### config.mk
export PLATFORM = sky130hd
export DESIGN_NAME = iq_sample_packer_flat
export DESIGN_NICKNAME = d
export VERILOG_FILES = /design/src/rtl/iq_sample_packer_if.sv /design/src/rtl/iq_sample_packer.sv /design/src/flat_wrapper.sv
export SDC_FILE = /design/constraint.sdc
export NUM_CORES = 1
export LEC_CHECK = 0
export ABC_CLOCK_PERIOD_IN_PS = 2800
export CAP_MARGIN = 20
export CORE_MARGIN = 2
export CORE_UTILIZATION = 35
export CTS_BUF_LIST = sky130_fd_sc_hd__clkbuf_2
export CTS_CLUSTER_DIAMETER = 100
export DETAILED_ROUTE_END_ITERATION = 8
export SYNTH_ARGS = -nofsm -noshare
export SYNTH_HDL_FRONTEND = slang
export SYNTH_SLANG_ARGS = --single-unit
export TNS_END_PERCENT = 20
### constraint.sdc
create_clock -name clk -period 2.8 [get_ports clk]
set_input_delay 0.28 -clock clk [delete_from_list [all_inputs] [get_ports clk]]
set_output_delay 0.28 -clock clk [all_outputs]
set_load 0.01 [all_outputs]
### src/rtl/iq_sample_packer_if.sv
// Stream bundle for iq_sample_packer: 32-bit IQ sample input stream and packed output stream.
// Parameters must match the packer instance so that o_nsamp has the same width.
//   i_tdata/i_tvalid/i_tlast/i_tready : sample stream into the packer
//   o_tdata/o_tvalid/o_tlast/o_nsamp/o_tready : packed word stream out of the packer
// Modports: slave is the packer's view, master is the view of whoever drives the samples
// and consumes the packed words.
interface iq_sample_packer_if #(
  parameter int unsigned OUT_WIDTH = 32,
  parameter int unsigned OUT_BITS  = 4
);
  localparam int unsigned NsW = $clog2(OUT_WIDTH / (2 * OUT_BITS) + 1);

  logic [31:0]          i_tdata;
  logic                 i_tvalid;
  logic                 i_tlast;
  logic                 i_tready;
  logic [OUT_WIDTH-1:0] o_tdata;
  logic                 o_tvalid;
  logic                 o_tlast;
  logic [NsW-1:0]       o_nsamp;
  logic                 o_tready;

  modport slave (
    input  i_tdata, i_tvalid, i_tlast, o_tready,
    output i_tready, o_tdata, o_tvalid, o_tlast, o_nsamp
  );

  modport master (
    output i_tdata, i_tvalid, i_tlast, o_tready,
    input  i_tready, o_tdata, o_tvalid, o_tlast, o_nsamp
  );
endinterface

### src/rtl/iq_sample_packer.sv
// IQ sample compressor: reduces each 16-bit I/Q component to OUT_BITS bits (truncate, or
// round half-up with positive saturation) and packs N = OUT_WIDTH/(2*OUT_BITS) samples per
// output word, first sample in the most significant slot. A tlast beat flushes a partial,
// zero-padded word; packets never share a word.
//   clk    : clock
//   reset  : asynchronous, active-high reset
//   io_bus : slave side of iq_sample_packer_if (sample stream in, packed word stream out,
//            o_nsamp = number of valid slots in o_tdata)
module iq_sample_packer #(
  parameter int unsigned OUT_BITS  = 4,
  parameter int unsigned OUT_WIDTH = 32,
  parameter bit          ROUND     = 1'b0
) (
  input logic              clk,
  input logic              reset,
  iq_sample_packer_if.slave io_bus
);
  localparam int unsigned SlotW = 2 * OUT_BITS;
  localparam int unsigned N     = OUT_WIDTH / SlotW;
  localparam int unsigned CntW  = (N > 1) ? $clog2(N) : 1;
  localparam int unsigned NsW   = $clog2(N + 1);

  // Reduce one 16-bit two's-complement component to OUT_BITS bits.
  function automatic logic [OUT_BITS-1:0] f_reduce(input logic [15:0] x);
    logic [16:0]         s;
    logic [OUT_BITS-1:0] r;
    s = {x[15], x} + (17'd1 << (15 - OUT_BITS));
    if (ROUND == 1'b0) begin
      r = x[15 -: OUT_BITS];
    end else if (!x[15] && s[15]) begin
      // Positive input carried into the sign bit: clamp to the largest positive code.
      r = {OUT_BITS{1'b1}} >> 1;
    end else begin
      r = OUT_BITS'(s >> (16 - OUT_BITS));
    end
    return r;
  endfunction

  logic [OUT_WIDTH-1:0] r_acc;
  logic [CntW-1:0]      r_cnt;
  logic [OUT_WIDTH-1:0] r_odata;
  logic                 r_tvalid;
  logic                 r_tlast;
  logic [NsW-1:0]       r_nsamp;

  logic [OUT_BITS-1:0]  w_i_red;
  logic [OUT_BITS-1:0]  w_q_red;
  logic [SlotW-1:0]     w_slot;
  logic [OUT_WIDTH-1:0] w_slot_top;
  logic [31:0]          w_shamt;
  logic [OUT_WIDTH-1:0] w_acc_new;
  logic                 w_ready;
  logic                 w_accept;
  logic                 w_cnt_last;
  logic                 w_complete;
  logic [NsW-1:0]       w_nsamp;

  assign w_i_red    = f_reduce(io_bus.i_tdata[31:16]);
  assign w_q_red    = f_reduce(io_bus.i_tdata[15:0]);
  assign w_slot     = {w_i_red, w_q_red};

  // Slot 0 sits at the top of the word; later slots move down by SlotW each.
  assign w_slot_top = OUT_WIDTH'(w_slot) << (OUT_WIDTH - SlotW);
  assign w_shamt    = SlotW * 32'(r_cnt);
  // Slots below cnt are still zero because the accumulator clears on every completion,
  // so a flushed partial word is zero-padded without an explicit mask.
  assign w_acc_new  = r_acc | (w_slot_top >> w_shamt);

  // Throttle on the output register only; no combinational path from i_tvalid.
  assign w_ready    = ~r_tvalid | io_bus.o_tready;
  assign w_accept   = io_bus.i_tvalid & w_ready;
  assign w_cnt_last = (r_cnt == CntW'(N - 1));
  assign w_complete = w_accept & (w_cnt_last | io_bus.i_tlast);
  assign w_nsamp    = NsW'(r_cnt) + NsW'(1);

  always_ff @(posedge clk or posedge reset) begin
    if (reset) begin
      r_acc    <= '0;
      r_cnt    <= '0;
      r_odata  <= '0;
      r_tvalid <= 1'b0;
      r_tlast  <= 1'b0;
      r_nsamp  <= '0;
    end else begin
      if (w_accept) begin
        if (w_complete) begin
          r_acc   <= '0;
          r_cnt   <= '0;
          r_odata <= w_acc_new;
          r_tlast <= io_bus.i_tlast;
          r_nsamp <= w_nsamp;
        end else begin
          r_acc <= w_acc_new;
          r_cnt <= r_cnt + CntW'(1);
        end
      end
      // A load in the same cycle as a drain keeps o_tvalid high (back-to-back words).
      if (w_complete) begin
        r_tvalid <= 1'b1;
      end else if (io_bus.o_tready) begin
        r_tvalid <= 1'b0;
      end
    end
  end

  assign io_bus.i_tready = w_ready;
  assign io_bus.o_tdata  = r_odata;
  assign io_bus.o_tvalid = r_tvalid;
  assign io_bus.o_tlast  = r_tlast;
  assign io_bus.o_nsamp  = r_nsamp;
endmodule

### src/flat_wrapper.sv
// flat-port wrapper written by rule: the top's interface ports become plain ports
module iq_sample_packer_flat 
#(
  parameter int unsigned OUT_BITS  = 4,
  parameter int unsigned OUT_WIDTH = 32,
  parameter bit          ROUND     = 1'b0
)
  (clk, reset, io_bus_i_tdata, io_bus_i_tvalid, io_bus_i_tlast, io_bus_o_tready, io_bus_i_tready, io_bus_o_tdata, io_bus_o_tvalid, io_bus_o_tlast, io_bus_o_nsamp);
  iq_sample_packer_if #(.OUT_WIDTH(OUT_WIDTH), .OUT_BITS(OUT_BITS)) io_bus_i ();
  input logic clk;
  input logic reset;
  input wire logic [$bits(io_bus_i.i_tdata)-1:0] io_bus_i_tdata;
  input wire logic [$bits(io_bus_i.i_tvalid)-1:0] io_bus_i_tvalid;
  input wire logic [$bits(io_bus_i.i_tlast)-1:0] io_bus_i_tlast;
  input wire logic [$bits(io_bus_i.o_tready)-1:0] io_bus_o_tready;
  output wire logic [$bits(io_bus_i.i_tready)-1:0] io_bus_i_tready;
  output wire logic [$bits(io_bus_i.o_tdata)-1:0] io_bus_o_tdata;
  output wire logic [$bits(io_bus_i.o_tvalid)-1:0] io_bus_o_tvalid;
  output wire logic [$bits(io_bus_i.o_tlast)-1:0] io_bus_o_tlast;
  output wire logic [$bits(io_bus_i.o_nsamp)-1:0] io_bus_o_nsamp;
  assign io_bus_i.i_tdata = io_bus_i_tdata;
  assign io_bus_i.i_tvalid = io_bus_i_tvalid;
  assign io_bus_i.i_tlast = io_bus_i_tlast;
  assign io_bus_i.o_tready = io_bus_o_tready;
  assign io_bus_i_tready = io_bus_i.i_tready;
  assign io_bus_o_tdata = io_bus_i.o_tdata;
  assign io_bus_o_tvalid = io_bus_i.o_tvalid;
  assign io_bus_o_tlast = io_bus_i.o_tlast;
  assign io_bus_o_nsamp = io_bus_i.o_nsamp;
  iq_sample_packer #(.OUT_BITS(OUT_BITS), .OUT_WIDTH(OUT_WIDTH), .ROUND(ROUND)) u_core (.clk(clk), .reset(reset), .io_bus(io_bus_i));
endmodule
==> results.txt, run 1 <==
outcome: finished, final reports clean
CTS tree: built
FF-to-FF End: u_core.io_bus.o_tdata[24]
vias in the first global route: 2,230
worst r2r src: u_core.r_cnt[0]
tightest hold margin: 0.122 ns
period utilization: 0.697
first-pass GRT wire length: 11.4 mm
max incr delay on CP: 0.48 ns
Slowest-stage cell, CP: clkdlybuf4s50_1
clk_lat worst skew: 0.48 ns
Crit Path Max Fanout: 7
Post-Synthesis Cells: 288
Initial DRC Count: 82
flop2flop setup slack: 1.05 ns
Setup Buffers After CTS: 0
largest net degree at the start of global routing: 38
diode count: 0
final design utilization: 0.431
commonest cells after routing, fill and taps aside: 71 x dfrtp_1, 50 x clkdlybuf4s50_1, 33 x nor2_1
Slew HR: 0.613
CTS Hold Buffers Added: 0
Via density: 5.18
CP Data Arrival Time: 1.67 ns
syn nets: 326
Vias: 2,274
Critical Path RT: 2.52 ns
worst vdd ir: 0.297 mV
initial antenna violation count: 0
Synthesis Warnings: 0
synthesized area: 3130 um^2
Critical Path Start Type: flip-flop
Post-synth EDFFs: 0
Max Fclk: 0.512 GHz
final hold vios: 0
total power: 3.01 mW
Post-DP HPWL: 4.33 mm
die height: 98.5 um
CP Capture Type: output port
Routed Antenna Nets: 0
final wirelength: 6.85 mm
critical path's top delay family: buffers and inverters
leading cell type in the layout, fill and taps excluded: dfrtp_1
Pre-antenna DRT Iters: 4
synthesis-to-finish area growth: 19.5%
CP Cell Sequence: nor2b_4, inv_2, clkdlybuf4s50_1
Synth Area per Inst: 10.9 um^2
htree depth: 3
Final min period: 1.95 ns
Bufs and invs on worst path: 2
PD cells: 806 nW/um^2
RSZ-0062 raised after global routing: false
Leak: 1.65 nW
Initial Utilization: 0.360
clk slew on worst S/H paths: 0.19 ns
share of flip-flops with an asynchronous set or reset: 1.00
Avg WL per Cell: 15.6 um
TritonCTS sink count: 71
type of the worst min-delay path: in -> async
Worst Reg-to-Reg Cells: 5
drt drc: 0
Layout Nets: 365
clock tree buffer depth: 2
Final Wtd Congestion: 0.773
final setup fails: 0
share of cells above drive strength 1: 0.0876
Yosys cell types: 27
CORE AREA: 8680 um^2
post-synthesis sequential area ratio: 0.568
Worst-Margin Slew: 0.580 ns
Root Driver: clkbuf_2
TritonCTS Buffers: 9
CTS resizes: 0
#FFs+latches synth: 71
IO Pins: 75
max-cap violations: 0
full die area: 9710 um^2
crit path kind: reg -> out
setup TNS: 0 ns
total track usage: 0.149
Final Max Tran Viols: 0
port buffer count: 50
clock skew: 0.0231 ns
Die X: 98.5 um
grt total ovfl: 0
Rows: 34
Top FF cell, synth: dfrtp_1
fillers: 903
==> where the power goes <==
part           total, mW  internal [mW]  switching (mW)
Combinational       1.10          0.583           0.514
Sequential          1.47           1.31           0.161
Clock              0.445          0.100           0.344
Total               3.01           1.99            1.02
==> layer usage <==
layer / global-route usage / wire [um] / up-vias
met3: 0.0305 / 211 / 7
li1: - / - / 1077
met5: 0 / 0 / -
met4: 0.0643 / 93 / 0
met2: 0.231 / 3360 / 53
met1: 0.203 / 3180 / 1137
==> cells by family (layout without fill, tap and decap cells) <==
kind of cell | after synthesis | in the layout | synth area share
compound gates | 71 | 71 | 0.155
fa+ha+maj | 1 | 1 | 0.00400
buf+inv | 65 | 108 | 0.0956
flops | 71 | 71 | 0.568
mux | 33 | 33 | 0.107
simple gates | 47 | 47 | 0.0700
==> Yosys cell counts, types with 2 or more instances <==
| cell | number | area, um^2 |
|---|---|---|
| a21oi_1 | 32 | 160 |
| a22o_1 | 2 | 17.5 |
| a41oi_1 | 32 | 280 |
| buf_2 | 12 | 60.1 |
| buf_4 | 2 | 15.0 |
| buf_6 | 4 | 45.0 |
| clkbuf_1 | 12 | 45.0 |
| dfrtp_1 | 71 | 1780 |
| inv_1 | 33 | 124 |
| mux2i_1 | 32 | 320 |
| nand2_1 | 2 | 7.51 |
| nand3_1 | 3 | 15.0 |
| nor2_1 | 33 | 124 |
| nor2_2 | 2 | 12.5 |
| nor2b_1 | 2 | 12.5 |
| o21ai_0 | 3 | 15.0 |
==> per-stage QoR <==
| step | setup slack, ns | instances | area, um^2 |
|---|---|---|---|
| floorplan | 0.723 | 288 | 3130 |
| CTS | 0.781 | 439 | 3740 |
| global route | 0.752 | 439 | 3740 |
| finish | 0.848 | 439 | 3740 |
| detailed placement | 0.922 | 424 | 3660 |
| global placement | 0.947 | 424 | 3660 |
==> sequential cells by signal, indices dropped and copies added, names as in the netlist <==
register,count
u_core.io_bus.o_nsamp,3
u_core.r_cnt,2
u_core.io_bus.o_tlast,1
u_core.io_bus.o_tdata,32
u_core.io_bus.o_tvalid,1
u_core.r_acc,32
==> cell type report <==
cell class	instances	area (um^2)	area share
Sequential cell	71	1780	0.475
Multi-Input combinational cell	152	1060	0.283
Timing Repair Buffer	58	561	0.150
Tap cell	108	135	0.0361
Inverter	35	134	0.0358
Clock buffer	9	45.0	0.0120
Clock inverter	6	28.8	0.00770
==> how the worst max path moves through the flow <==
stage | from | cells past startpoint | to | slack [ns]
3_3_place_gp | io_bus_i_tvalid | 5 | u_core.io_bus.o_tdata[23] | 0.95
4_1_cts | u_core.io_bus.o_tvalid | 3 | io_bus_i_tready | 0.78
2_1_floorplan | reset | 1 | u_core.io_bus.o_nsamp[0] | 0.72
3_5_place_dp | io_bus_i_tvalid | 5 | u_core.io_bus.o_tdata[21] | 0.92
5_1_grt | u_core.io_bus.o_tvalid | 3 | io_bus_i_tready | 0.75
6_report | u_core.io_bus.o_tvalid | 3 | io_bus_i_tready | 0.85
Note: power is estimated with default switching activity, not from simulation.
==> run 2: changes to the inputs <==
ABC_CLOCK_PERIOD_IN_PS = 1750   (was 2800)
clock period = 1.75 ns   (was 2.8 ns; I/O delays follow)
==> results.txt, run 2 (synthesized netlist as in run 1, its figures left out) <==
outcome: finished, final reports clean
Via density: 5.04
PD cells: 1280 nW/um^2
leading cell type in the layout, fill and taps excluded: dfrtp_1
final wirelength: 6.86 mm
drt drc: 0
Initial DRC Count: 123
Vias: 2,217
type of the worst min-delay path: in -> async
cell count along the critical path: 5
clk_lat worst skew: 0.48 ns
Root Driver: clkbuf_2
htree depth: 3
TritonCTS Buffers: 9
grt total ovfl: 0
Max Fclk: 0.618 GHz
Layout Nets: 365
CP Capture Type: flip-flop
die height: 98.5 um
worst vdd ir: 0.565 mV
Post-DP HPWL: 4.16 mm
Final Wtd Congestion: 0.806
CORE AREA: 8680 um^2
Rows: 34
Initial Utilization: 0.360
total track usage: 0.153
Pre-antenna DRT Iters: 4
Die X: 98.5 um
crit path kind: reg -> reg
Slowest-stage cell, CP: dfrtp_1
Crit Path Max Fanout: 39
vias in the first global route: 2,286
FF-to-FF End: u_core.io_bus.o_tdata[1]
period utilization: 0.925
clk slew on worst S/H paths: 0.19 ns
Slew HR: 0.600
Worst-Margin Slew: 0.598 ns
worst r2r src: u_core.r_cnt[1]
Bufs and invs on worst path: 1
share of cells above drive strength 1: 0.102
port buffer count: 50
max-cap violations: 0
commonest cells after routing, fill and taps aside: 70 x dfrtp_1, 49 x clkdlybuf4s50_1, 33 x nor2_1
Worst Reg-to-Reg Cells: 5
Avg WL per Cell: 15.6 um
Leak: 1.67 nW
IO Pins: 75
largest net degree at the start of global routing: 72
CTS tree: built
initial antenna violation count: 0
Final min period: 1.62 ns
max incr delay on CP: 0.50 ns
final setup fails: 0
full die area: 9710 um^2
total power: 4.87 mW
Routed Antenna Nets: 0
final design utilization: 0.437
Critical Path Start Type: flip-flop
critical path's top delay family: flip-flops
tightest hold margin: 0.118 ns
synthesis-to-finish area growth: 21.1%
Final Max Tran Viols: 0
flop2flop setup slack: 0.13 ns
diode count: 0
RSZ-0062 raised after global routing: false
Critical Path RT: 2.16 ns
CP Data Arrival Time: 2.03 ns
CP Cell Sequence: ha_1, nor2_2, nor3_4, buf_12, mux2i_1
clock skew: 0.0133 ns
clock tree buffer depth: 2
TritonCTS sink count: 71
final hold vios: 0
first-pass GRT wire length: 11.7 mm
run 2: changes by cell type in the layout (fill, tap and decap cells not counted):
cell             previous run  this run
buf_12                      0         3
buf_4                       8         5
clkinv_2                    2         4
nor2b_1                     2         0
nor2b_2                     0         2
clkbuf_2                    9        10
clkdlybuf4s50_1            50        49
clkinv_1                    3         2
dfrtp_1                    71        70
dfrtp_2                     0         1
dlygate4sd2_1               0         1
inv_2                       2         1
run 2: stage by stage:
step / worst slack, ns / TNS [ns] / instance area, um^2 / instances
global route: 0.00749 / 0 / 3790 / 440
floorplan: 0.294 / 0 / 3130 / 288
global placement: 0.0406 / 0 / 3700 / 423
finish: 0.131 / 0 / 3790 / 440
detailed placement: -0.00996 / -0.0167 / 3700 / 423
CTS: -0.0467 / -0.230 / 3780 / 440
run 2: timing repair:
item | in CTS | in global routing
hold buffers | 0 | 0
setup endpoints to repair | 10 | 35
gates resized for setup | 1 | 3
buffers inserted | 1 | 0
run 2: worst min-delay path, stage by stage:
cell and delay, ns:
clkdlybuf4s50_1 0.44, clkinvlp_4 0.09, buf_12 0.32
run 2: final cells by class:
| cell class | instances | area [um^2] |
|---|---|---|
| clock inverters | 6 | 27.5 |
| clock buffers | 10 | 50.0 |
| flip-flops and latches | 71 | 1780 |
| multi-input cells | 152 | 1060 |
| fillers | 861 | 4890 |
| inverters | 35 | 138 |
| well taps | 108 | 135 |
| repair buffers | 58 | 597 |
run 2: power by group:
part | switching, mW | total, mW | internal, mW
Clock | 0.555 | 0.730 | 0.175
Sequential | 0.254 | 2.35 | 2.10
Combinational | 0.837 | 1.79 | 0.949
run 2: worst max path at each step:
stage                         start                         to  slack (ns)
CTS                 u_core.r_cnt[0]  u_core.io_bus.o_tdata[14]       -0.05
finish              u_core.r_cnt[1]   u_core.io_bus.o_tdata[1]        0.13
global placement    u_core.r_cnt[0]  u_core.io_bus.o_tdata[22]        0.04
global route        u_core.r_cnt[1]   u_core.io_bus.o_tdata[1]       0.007
detailed placement  u_core.r_cnt[0]  u_core.io_bus.o_tdata[22]       -0.01
floorplan           u_core.r_cnt[0]   u_core.io_bus.o_nsamp[1]        0.29
run 2: per-layer routing:
metal  up-vias  wire [um]  global-route usage
li1       1069          -                   -
met1      1083       3170               0.209
met2        54       3260               0.226
met3        11        259              0.0348
met4         0        168              0.0811
met5         -          0                   0
